$ cat src/rtl/i2s_rx_capture_pkg.sv
// Shared definitions for the I2S receive path: capture FSM encoding,
// default sample width and synchronizer depth.
package i2s_rx_capture_pkg;

  localparam int DEF_SAMPLE_WIDTH = 16;
  localparam int SYNC_DEPTH       = 2;

  typedef enum logic [1:0] {
    ST_WAIT_SYNC = 2'd0,
    ST_DELAY     = 2'd1,
    ST_SHIFT     = 2'd2
  } cap_state_t;

endpackage

$ cat src/rtl/i2s_rx_capture_edge_sync.sv
// Three-flop synchronizer for an asynchronous clock-like input, producing
// single-cycle rise and fall pulses in the clk domain.
module edge_sync (
  input  logic i_clk,
  input  logic i_rst,
  input  logic i_async,
  output logic o_rise,
  output logic o_fall
);

  logic [2:0] r_sync;

  always_ff @(posedge i_clk or posedge i_rst) begin
    if (i_rst) begin
      r_sync <= '0;
    end else begin
      r_sync <= {r_sync[1:0], i_async};
    end
  end

  assign o_rise = r_sync[1] & ~r_sync[2];
  assign o_fall = ~r_sync[1] & r_sync[2];

endmodule

$ cat src/rtl/i2s_rx_capture.sv
// I2S ADC capture into a one-frame holding register, read out by the RPi
// over a clocked three-wire link (RPi drives clock and enable).
module i2s_rx_capture
  import i2s_rx_capture_pkg::*;
#(
  parameter int SAMPLE_WIDTH = DEF_SAMPLE_WIDTH
) (
  input  logic clk,
  input  logic rst,
  input  logic i2s_bclk,
  input  logic i2s_lrclk,
  input  logic i2s_sdin,
  input  logic rpi_clk,
  input  logic rpi_enable,
  output logic rpi_serial,
  output logic rpi_interrupt,
  output logic overrun
);

  localparam int FW = 2 * SAMPLE_WIDTH;
  localparam int CW = $clog2(SAMPLE_WIDTH + 1);
  localparam int RW = $clog2(FW);

  logic                    w_bclk_rise, w_unused_bclk_fall;
  logic                    w_rclk_fall, w_unused_rclk_rise;
  logic [SYNC_DEPTH-1:0]   r_lr_sync, r_sd_sync, r_en_sync;
  logic                    w_lr, w_sd, w_en, w_en_rise;

  cap_state_t              r_state;
  logic                    r_lr_prev;
  logic [CW-1:0]           r_cnt;
  logic [SAMPLE_WIDTH-1:0] r_word, r_left, w_closed;
  logic                    w_commit;
  logic [FW-1:0]           w_frame;

  logic [FW-1:0]           r_hold, r_rd_sh;
  logic                    r_full, r_ovr, r_rd_act, r_serial, r_en_prev;
  logic [RW-1:0]           r_rd_cnt;
  logic                    w_load, w_step, w_done;

  edge_sync u_bclk_sync (
    .i_clk   (clk),
    .i_rst   (rst),
    .i_async (i2s_bclk),
    .o_rise  (w_bclk_rise),
    .o_fall  (w_unused_bclk_fall)
  );

  edge_sync u_rclk_sync (
    .i_clk   (clk),
    .i_rst   (rst),
    .i_async (rpi_clk),
    .o_rise  (w_unused_rclk_rise),
    .o_fall  (w_rclk_fall)
  );

  always_ff @(posedge clk or posedge rst) begin
    if (rst) begin
      r_lr_sync <= '0;
      r_sd_sync <= '0;
      r_en_sync <= '0;
    end else begin
      r_lr_sync <= {r_lr_sync[SYNC_DEPTH-2:0], i2s_lrclk};
      r_sd_sync <= {r_sd_sync[SYNC_DEPTH-2:0], i2s_sdin};
      r_en_sync <= {r_en_sync[SYNC_DEPTH-2:0], rpi_enable};
    end
  end

  assign w_lr      = r_lr_sync[SYNC_DEPTH-1];
  assign w_sd      = r_sd_sync[SYNC_DEPTH-1];
  assign w_en      = r_en_sync[SYNC_DEPTH-1];
  assign w_en_rise = w_en & ~r_en_prev;

  // Short words are left-justified so the missing LSBs read as zero.
  assign w_closed = r_word << (CW'(SAMPLE_WIDTH) - r_cnt);
  assign w_commit = (r_state == ST_SHIFT) & w_bclk_rise & r_lr_prev & ~w_lr;
  assign w_frame  = {r_left, w_closed};

  always_ff @(posedge clk or posedge rst) begin
    if (rst) begin
      r_state   <= ST_WAIT_SYNC;
      r_lr_prev <= 1'b0;
      r_cnt     <= '0;
    end else begin
      case (r_state)
        ST_WAIT_SYNC: if (w_bclk_rise) begin
          r_lr_prev <= w_lr;
          if (r_lr_prev && !w_lr) r_state <= ST_DELAY;
        end
        ST_DELAY: begin
          r_cnt   <= '0;
          r_state <= ST_SHIFT;
        end
        ST_SHIFT: if (w_bclk_rise) begin
          r_lr_prev <= w_lr;
          if (w_lr != r_lr_prev)                r_cnt <= '0;
          else if (r_cnt < CW'(SAMPLE_WIDTH))   r_cnt <= r_cnt + 1'b1;
        end
        default: r_state <= ST_WAIT_SYNC;
      endcase
    end
  end

  assign w_load = w_en_rise & r_full & ~r_rd_act;
  assign w_step = r_rd_act & w_en & w_rclk_fall;
  assign w_done = w_step & (r_rd_cnt == RW'(FW - 1));

  always_ff @(posedge clk or posedge rst) begin
    if (rst) begin
      r_full    <= 1'b0;
      r_ovr     <= 1'b0;
      r_rd_act  <= 1'b0;
      r_rd_cnt  <= '0;
      r_serial  <= 1'b0;
      r_en_prev <= 1'b0;
    end else begin
      r_en_prev <= w_en;
      if (r_rd_act && !w_en) begin
        r_rd_act <= 1'b0;
        r_serial <= 1'b0;
      end else if (w_load) begin
        r_rd_act <= 1'b1;
        r_rd_cnt <= '0;
        r_serial <= r_hold[FW-1];
      end else if (w_step) begin
        if (w_done) begin
          r_rd_act <= 1'b0;
          r_serial <= 1'b0;
        end else begin
          r_serial <= r_rd_sh[FW-1];
          r_rd_cnt <= r_rd_cnt + 1'b1;
        end
      end
      // A completion in the same cycle frees the slot for the incoming frame.
      if (w_commit) begin
        if (r_full && !w_done) r_ovr  <= 1'b1;
        else                   r_full <= 1'b1;
      end else if (w_done) begin
        r_full <= 1'b0;
      end
    end
  end

  always_ff @(posedge clk) begin
    if (r_state == ST_DELAY) begin
      r_word <= '0;
    end else if (r_state == ST_SHIFT && w_bclk_rise) begin
      if (w_lr != r_lr_prev) begin
        r_word <= '0;
        if (w_lr) r_left <= w_closed;
      end else if (r_cnt < CW'(SAMPLE_WIDTH)) begin
        r_word <= {r_word[SAMPLE_WIDTH-2:0], w_sd};
      end
    end
    if (w_commit && (!r_full || w_done)) r_hold <= w_frame;
    if (w_load)      r_rd_sh <= {r_hold[FW-2:0], 1'b0};
    else if (w_step) r_rd_sh <= {r_rd_sh[FW-2:0], 1'b0};
  end

  assign rpi_serial    = r_serial;
  assign rpi_interrupt = r_full;
  assign overrun       = r_ovr;

endmodule

$ cat config.mk
export PLATFORM = sky130hd
export DESIGN_NAME = i2s_rx_capture
export DESIGN_NICKNAME = d
export VERILOG_FILES = /design/src/rtl/i2s_rx_capture_pkg.sv /design/src/rtl/i2s_rx_capture_edge_sync.sv /design/src/rtl/i2s_rx_capture.sv
export SDC_FILE = /design/constraint.sdc
export NUM_CORES = 1
export LEC_CHECK = 0
export CAP_MARGIN = 20
export CELL_PAD_IN_SITES_DETAIL_PLACEMENT = 1
export CELL_PAD_IN_SITES_GLOBAL_PLACEMENT = 2
export CORE_MARGIN = 4
export CORE_UTILIZATION = 45
export CTS_CLUSTER_SIZE = 20
export DETAILED_ROUTE_END_ITERATION = 16
export PLACE_DENSITY_LB_ADDON = 0.12
export SYNTH_ARGS = -nofsm -noshare
export SYNTH_HDL_FRONTEND = slang
export SYNTH_SLANG_ARGS = --single-unit
$ cat constraint.sdc
create_clock -name clk -period 5.09 [get_ports clk]
set_input_delay 0.509 -clock clk [delete_from_list [all_inputs] [get_ports clk]]
set_output_delay 0.509 -clock clk [all_outputs]
set_load 0.02 [all_outputs]
==> impl_metrics.ini, run 1 <==
[routing]
dr.pass1.iters = 4
wl_um = 9360
top_layer = met4
drt_iter0_drc = 141
wl_met1_um = 4440
met3WireLength_um = 232
ant_nets = 0
viasPerCell = 5.47
routedWlPerCell_um = 17.6
drc = 0
met2_length_um = 4540
vias = 2911

[synthesis]
synth.area.top_cells = edfxtp_1 (45%), dfrtp_1 (14%), mux2_2 (6.6%), dfxtp_1 (6.1%), mux4_2 (4.3%)
yosys_warnings = 0
yosysMostFrequentCell = edfxtp_1
synth_flop_cell = edfxtp_1
synth_top_area_cell = edfxtp_1
synth_edf_count = 79
avgSynthCellArea_um2 = 14.5
ys_async_sr_fraction_pct = 24.0
synth_common_cells = edfxtp_1 (79), mux2_2 (31), dfrtp_1 (30)
ys_seq_area_share_pct = 65.6
syn_nets = 374
syn_inst = 361
syn-cell-area_mm2 = 0.00525
ys_seq_elements = 125
ys_types = 46
yosys.area.top_type_share_pct = 45.2

[cts]
clock_latency_ns = 0.40
cts.sink_count = 125
cts_max_path_buffers = 2
cts_inserted_buffers = 17
cts_htree_levels = 4
post_cts_resized = 0
holdBufCountCts = 0
cts_tree = done
clk_pin_slew_ns = 0.06
postCtsSetupBuffers = 0
cts-root-buf = clkbuf_16

[sta]
clock_skew_ns = 0.0116
rsz0062_at_grt = false
slew_violations = 0
setup_violations = 0
clock.fmax_mhz = 283
tns_ns = 0
slew_headroom_pct = 44.8
post-route-period-util_pct = 69.5
fin_crit_ns = 3.54
final_hold_viol_count = 0
worst_pin_slew_ns = 0.829

[floorplanning]
die_w_um = 116
dieArea_mm2 = 0.0135
start_util_pct = 46.0
fp-row-count = 39
io-pin-count = 10
die_y_um = 116
core_area_mm2 = 0.0114

[global_route]
grt_max_degree = 41
grt_overflow_total = 0
antenna_found_initial = 0
grt_pass1_wl_um = 16000
grt_usage_pct = 15.7
grt_pass1_vias = 3017

[placement]
routabilityCongestion = 0.736
dpl.hpwl_um = 6020
io_buffers = 9
placed_cell_area_mm2 = 0.00548

[cells_and_area]
finalNetCount = 389
area.growth.synth_to_final_pct = 16.4
layout-drive-gt1-share_pct = 23.4
antennaDiodeCount = 0
nFillCells = 1111
stdcell_area_mm2 = 0.00612

[pwr]
p_per_area_mw_per_mm2 = 484
clkPwrFrac_pct = 41.6
seqPwrFrac_pct = 42.2
power_mw = 2.96
power.leakage_nw = 2.27
vdd_drop_max_v = 0.000253
netSwitchingPower_mw = 0.790
internal-power_mw = 2.17
comb_power_share_pct = 16.2
netSwitchingFraction_pct = 26.7

[critical_path]
start_kind = register
crit_slowest_cell = ha_1
cp.arrival_ns = 3.67
crit_type = register to register
cpPeakStageDelay_ns = 0.89
required_ns = 5.23
cp-end-kind = register
cp_cell_sequence = clkinv_1, ha_1, mux2i_1, o22ai_1, nand2_1, a311oi_1
path_max_fanout = 18

[status]
status = completed

[job]
maxCapViolations = 0

[hold_path]
hold_path.class = register to register
flip-flops by register name, indices dropped and copies added, names as in the netlist, 3 cells and up:
register / cells
r_hold: 32
r_rd_sh: 31
r_left: 16
r_word: 16
r_cnt: 5
r_rd_cnt: 5
u_bclk_sync.r_sync: 3
u_rclk_sync.r_sync: 3
power groups by stage:
stage               combinational, mW  clock [mW]  sequential, mW
floorplan                       0.379           0            1.25
global placement                0.479           0            1.27
detailed placement              0.482           0            1.27
CTS                             0.485        1.27            1.25
global route                    0.530        1.32            1.26
finish                          0.479        1.23            1.25
cells by family after synthesis:
family	synth area share, %
AOI/OAI and AO/OA	6.34
xor gates and xnor gates	1.17
adders and majority gates	1.43
buffers and inverters	2.57
DFF	65.6
muxes	14.4
and+or+nand+nor	8.55
worst paths after layout:
kind	startpoint	to	slack [ns]	cells after the start
worst max-delay path	r_cnt[0]$_DFFE_PP0P_	r_left[10]$_DFFE_PP_	1.55	6
worst min-delay path	u_bclk_sync.r_sync[0]$_DFF_PP0_	u_bclk_sync.r_sync[1]$_DFF_PP0_	0.35	0
worst max register to register	r_cnt[0]$_DFFE_PP0P_	r_left[10]$_DFFE_PP_	1.55	6
worst min register to register	u_bclk_sync.r_sync[0]$_DFF_PP0_	u_bclk_sync.r_sync[1]$_DFF_PP0_	0.35	0
max in group asynchronous	rst	overrun$_DFFE_PP0P_	4.32	3
min in group asynchronous	rst	rpi_serial$_DFFE_PP0P_	0.49	3
critical path, delay by kind of cell, from the launching register on:
kind	cells	cell delay [ns]
fa+ha+maj	1	0.89
buf+inv	1	0.42
flops	1	0.84
mux	1	0.20
compound gates	2	0.83
simple gates	1	0.09
stage by stage:
stage | setup slack, ns | util, % | cells | hold slack, ns
after floorplan | 1.56 | - | 361 | 0.331
after global placement | 1.62 | 48.0 | 499 | 0.332
after detailed placement | 1.53 | 48.0 | 499 | 0.341
after CTS | 1.50 | 53.4 | 531 | 0.355
after global routing | 1.20 | 53.6 | 532 | 0.364
final | 1.55 | 53.6 | 532 | 0.350
cells in the final DEF (no fill, tap or decap), types with 2 or more instances in the layout:
cell type,count
a211oi_1,3
a21oi_1,24
a22o_1,2
a311oi_1,2
and2_1,2
and3_1,8
buf_4,6
bufinv_16,3
clkbuf_16,17
clkdlybuf4s50_1,9
clkinv_2,3
clkinv_4,2
clkinvlp_4,2
dfrtp_1,30
dfxtp_1,16
edfxtp_1,79
ha_1,6
inv_1,7
inv_6,3
inv_8,2
mux2_2,31
mux2i_1,17
mux4_2,10
nand2_1,26
nand2b_1,3
nand3_1,17
nor2_1,12
nor3_1,2
nor3_2,2
nor3b_1,5
o21ai_0,4
o22ai_1,7
or3b_2,2
xnor2_1,4
xor2_1,3
final cells by class:
class                           instances  area, um^2  share of cell area [%]
Clock buffer                           17         425                    6.96
Timing Repair Buffer                   16         155                    2.54
Multi-Input combinational cell        208        1700                    27.7
Tap cell                              143         179                    2.93
Sequential cell                       125        3440                    56.3
Clock inverter                         15         186                    3.05
Inverter                                8        30.0                   0.491
routing by layer:
layer	GRT usage, %	up-vias
met3	3.92	11
met5	0	-
li1	-	1398
met4	6.73	0
met1	21.3	1470
met2	24.3	32
(Power assumes the default switching activity.)
==> run 2: changes to the inputs <==
Settings changed: CORE_UTILIZATION 45 to 41.
Clock period 5.09 ns to 2.9 ns, I/O delays scaled along.
==> run 2 against run 1 <==
Fmax grew 49%. Wire length increased by 3.4%. Power grew 74%. Sequential cell count stayed put. Sequential power up 74%. Final cell count rose by 6.4%. Critical path depth up 1. Cell area is 0.94% higher. Global-route usage fell by 0.92 points. Count of clock-buffer cells in the layout is 7 higher. Register-to-register slack worse by 1.0 ns. Largest cell class unchanged.
==> impl_metrics.ini, run 2 (synthesized netlist as in run 1, its figures left out) <==
[status]
status = completed

[pwr]
power_mw = 5.13
p_per_area_mw_per_mm2 = 832
vdd_drop_max_v = 0.000457
power.leakage_nw = 2.29

[sta]
holdWs_ns = 0.258
slew_headroom_pct = 57.2
post-route-period-util_pct = 81.6
clock_skew_ns = 0.00776
clock.fmax_mhz = 423
setup_violations = 0
slew_violations = 0
fin_crit_ns = 2.37
worst_pin_slew_ns = 0.641
tns_ns = 0
rsz0062_at_grt = false
final_hold_viol_count = 0

[critical_path]
cp_cell_sequence = clkinv_1, ha_1, buf_4, mux2i_1, mux2i_1, a21oi_1, a311oi_1
start_kind = register
path_buf_inv = 2
r2r_end = r_left[9]$_DFFE_PP_
cp.arrival_ns = 2.50
cpMostUsedCell = mux2i_1
cpPeakStageDelay_ns = 0.49
required_ns = 3.04
rrSetupSlack_ns = 0.53
critPathTopFamily = compound AO/OA/AOI/OAI gates
path_max_fanout = 18
crit_slowest_cell = a311oi_1
crit_type = register to register
r2r_start = r_cnt[0]$_DFFE_PP0P_
rr_worst_depth = 7
cp-end-kind = register

[global_route]
grt_max_degree = 41
grt_usage_pct = 14.8
antenna_found_initial = 0
grt_pass1_vias = 3124
grt_overflow_total = 0
grt_pass1_wl_um = 16600

[floorplanning]
io-pin-count = 10
dieArea_mm2 = 0.0147
die_y_um = 121
start_util_pct = 41.8
core_area_mm2 = 0.0126
fp-row-count = 41
die_w_um = 121

[cells_and_area]
nFillCells = 1260
seqCellArea_mm2 = 0.00344
final_common_cell = edfxtp_1
top_register = r_hold
finalNetCount = 394
largest_reg_flops = 32
layout_common_cells = edfxtp_1 (79), mux2_2 (31), dfrtp_1 (30)
area.growth.synth_to_final_pct = 17.5
multiInputGateArea_mm2 = 0.00170
layout-drive-gt1-share_pct = 23.4
antennaDiodeCount = 0
reg.largest.list = r_hold (32), r_rd_sh (31)

[hold_path]
hold_path.class = primary input to asynchronous set/reset pin

[cts]
cts_tree = done
holdBufCountCts = 0
clk_pin_slew_ns = 0.06
cts_inserted_buffers = 17
cts_max_path_buffers = 2
cts-root-buf = clkbuf_16
clock_latency_ns = 0.41
post_cts_resized = 0
cts_htree_levels = 4
cts.sink_count = 125
postCtsSetupBuffers = 0

[placement]
dpl.hpwl_um = 6340
routabilityCongestion = 0.769
io_buffers = 9

[routing]
wl_um = 9680
drc = 0
ant_nets = 0
routedWlPerCell_um = 17.1
vias = 2967
drt_iter0_drc = 179
viasPerCell = 5.24
dr.pass1.iters = 4

[job]
maxCapViolations = 0
run 2: report_power, final:
group | total (mW) | internal, mW | switching (mW)
logic | 0.902 | 0.390 | 0.512
clock network | 2.06 | 1.31 | 0.756
registers | 2.17 | 2.08 | 0.0956
total | 5.13 | 3.77 | 1.36
run 2: metal layers:
metal | GRT usage, % | share of wire [%] | vias to the layer above
met1 | 19.6 | 47 | 1511
met3 | 4.90 | 2.9 | 16
li1 | - | - | 1403
met4 | 6.23 | 2.0 | 0
met5 | 0 | 0 | -
met2 | 22.4 | 48 | 37
run 2: how the worst max path moves through the flow:
stage | slack, ns | cells past startpoint | start | to
6_report | 0.53 | 7 | r_cnt[0]$_DFFE_PP0P_ | r_left[9]$_DFFE_PP_
2_1_floorplan | 0.08 | 3 | r_state[0]$_DFFE_PP0P_ | r_hold[0]$_DFFE_PP_
5_1_grt | 0.35 | 7 | r_cnt[0]$_DFFE_PP0P_ | r_left[9]$_DFFE_PP_
3_3_place_gp | 0.58 | 4 | r_state[0]$_DFFE_PP0P_ | r_hold[3]$_DFFE_PP_
3_5_place_dp | 0.57 | 4 | r_state[0]$_DFFE_PP0P_ | r_hold[2]$_DFFE_PP_
4_1_cts | 0.56 | 4 | r_state[0]$_DFFE_PP0P_ | r_hold[15]$_DFFE_PP_
run 2: layout make-up:
cell class / instances / area share (%)
flip-flops and latches: 125 / 55.8
multi-input cells: 208 / 27.5
clock buffers: 24 / 8.17
well taps: 172 / 3.49
repair buffers: 21 / 3.32
clock inverters: 8 / 1.28
inverters: 8 / 0.486
run 2: through the flow:
stage                     worst slack [ns]  cells  utilization (%)  cell area [um^2]
after floorplan                     0.0777    361                -              5260
after global placement               0.583    534             44.5              5590
after detailed placement             0.570    534             44.5              5590
after CTS                            0.563    566             49.1              6170
after global routing                 0.352    566             49.1              6170
final                                0.534    566             49.1              6170
run 2: tightest hold or removal path: cells and delay by family:
kind     cells  cell delay [ns]
buf+inv      3             0.79
==> run 3: changes to the inputs <==
Settings changed: CORE_UTILIZATION 41 to 45.
Clock period 2.9 ns to 2.2 ns, I/O delays scaled along.
==> run 3 against run 2 <==
Fmax is 11% higher. Non-clock buffer count is 9 higher. Highest routed layer unchanged. Worst setup slack worse by 0.46 ns. Final cell count is 3.5% lower. Wire length is 0.23% higher.
==> impl_metrics.ini, run 3 (synthesized netlist as in run 1, its figures left out) <==
[cts]
clock_latency_ns = 0.41
cts-root-buf = clkbuf_16
cts_inserted_buffers = 17
postCtsSetupBuffers = 0
cts_htree_levels = 4
cts_tree = done
cts.sink_count = 125
clk_pin_slew_ns = 0.06
cts_max_path_buffers = 2

[floorplanning]
dieArea_mm2 = 0.0135
die_y_um = 116
io-pin-count = 10
core_area_mm2 = 0.0114
start_util_pct = 46.0
die_w_um = 116
fp-row-count = 39

[sta]
clock.fmax_mhz = 471
tns_ns = 0
slew_violations = 0
post-route-period-util_pct = 96.5
final_hold_viol_count = 0
worst_pin_slew_ns = 0.507
slew_headroom_pct = 66.1
clock_skew_ns = 0.00824
fin_crit_ns = 2.12
setup_violations = 0
rsz0062_at_grt = false

[cells_and_area]
final_common_cell = edfxtp_1
largest_reg_flops = 32
antennaDiodeCount = 0
multiInputGateArea_mm2 = 0.00173
layout_common_cells = edfxtp_1 (79), mux2_2 (31), dfrtp_1 (30)
finalNetCount = 403
stdcell_area_mm2 = 0.00626
seqCellArea_mm2 = 0.00344
top_register = r_hold
reg.largest.list = r_hold (32), r_rd_sh (31)
layout-drive-gt1-share_pct = 26.6
nFillCells = 1115
area.growth.synth_to_final_pct = 19.2

[critical_path]
critPathTopFamily = compound AO/OA/AOI/OAI gates
path_max_fanout = 5
crit_type = register to register
crit_slowest_cell = or4_4
cp.arrival_ns = 2.47
start_kind = register
required_ns = 2.54
cp_cell_sequence = buf_4, or4_4, a2111oi_2, a21oi_1, o21ba_1
cp-end-kind = register
path_buf_inv = 1
cpPeakStageDelay_ns = 0.57

[pwr]
netSwitchingFraction_pct = 25.8
comb_power_share_pct = 19.6
netSwitchingPower_mw = 1.76
seqPwrFrac_pct = 41.8
clkPwrFrac_pct = 38.6
power.leakage_nw = 2.32
p_per_area_mw_per_mm2 = 1090
internal-power_mw = 5.08
vdd_drop_max_v = 0.000634
power_mw = 6.84

[global_route]
grt.busiest_layer = met2
grt_pass1_wl_um = 16500
grtUsageMet2_pct = 25.1
grt_usage_pct = 16.4
antenna_found_initial = 0
grt_overflow_total = 0
met1_usage_pct = 21.9
use_met3_pct = 5.48
grt_max_degree = 41
grt_pass1_vias = 3118

[placement]
io_buffers = 9
dpl.hpwl_um = 6420
placed_cell_area_mm2 = 0.00567
routabilityCongestion = 0.759

[routing]
dr.pass1.iters = 4
ant_nets = 0
viasPerCell = 5.47
routedWlPerCell_um = 17.8
drt_iter0_drc = 171
wl_um = 9700
drc = 0
vias = 2986

[job]
maxCapViolations = 0

[hold_path]
hold_path.class = primary input to asynchronous set/reset pin

[status]
status = completed
-- run 3: path summary, 6_finish.rpt --
path | startpoint | to | depth (start not counted) | slack, ns
worst max register to register | r_cnt[0]$_DFFE_PP0P_ | r_cnt[2]$_DFFE_PP0P_ | 5 | 0.08
max in group asynchronous | rst | r_en_sync[1]$_DFF_PP0_ | 3 | 1.72
worst min-delay path | rst | r_en_prev$_DFF_PP0_ | 3 | 0.20
worst min register to register | r_lr_sync[0]$_DFF_PP0_ | r_lr_sync[1]$_DFF_PP0_ | 0 | 0.35
worst max-delay path | r_cnt[0]$_DFFE_PP0P_ | r_cnt[2]$_DFFE_PP0P_ | 5 | 0.08
min in group clk | i2s_bclk | u_bclk_sync.r_sync[0]$_DFF_PP0_ | 1 | 0.25
-- run 3: through the flow --
step | utilization (%) | hold slack, ns | worst slack (ns) | cells
floorplan | - | 0.251 | -0.146 | 361
global placement | 49.7 | 0.332 | 0.103 | 514
detailed placement | 49.7 | 0.338 | 0.0873 | 514
CTS | 54.6 | 0.189 | 0.0704 | 546
global route | 54.9 | 0.233 | 0.00152 | 546
finish | 54.9 | 0.197 | 0.0772 | 546
-- run 3: worst min-delay path, cell delays in order --
cell	delay, ns
clkdlybuf4s50_1	0.39
inv_1	0.05
buf_4	0.35
-- run 3: timing repair --
item                       4_1_cts  5_1_grt
resized for setup                0        6
hold buffers                     0        0
setup endpoints to repair        0       26
-- run 3: layout make-up --
type / count / area share [%]
inverters: 8 / 0.559
multi-input cells: 208 / 27.6
flip-flops and latches: 125 / 55.0
clock inverters: 7 / 1.44
well taps: 143 / 2.86
repair buffers: 30 / 4.95
clock buffers: 25 / 7.59
-- run 3: metal layers --
layer,vias up,wire (um)
met5,-,0
met4,0,160
met3,15,282
li1,1430,-
met2,29,4790
met1,1512,4470
-- run 3: power by group through the flow --
stage / clock, mW / sequential, mW / combinational [mW]
after floorplan: 0 / 2.90 / 0.929
after global placement: 0 / 2.90 / 1.31
after detailed placement: 0 / 2.91 / 1.33
after CTS: 2.71 / 2.86 / 1.34
after global routing: 2.86 / 2.88 / 1.47
final: 2.64 / 2.86 / 1.34
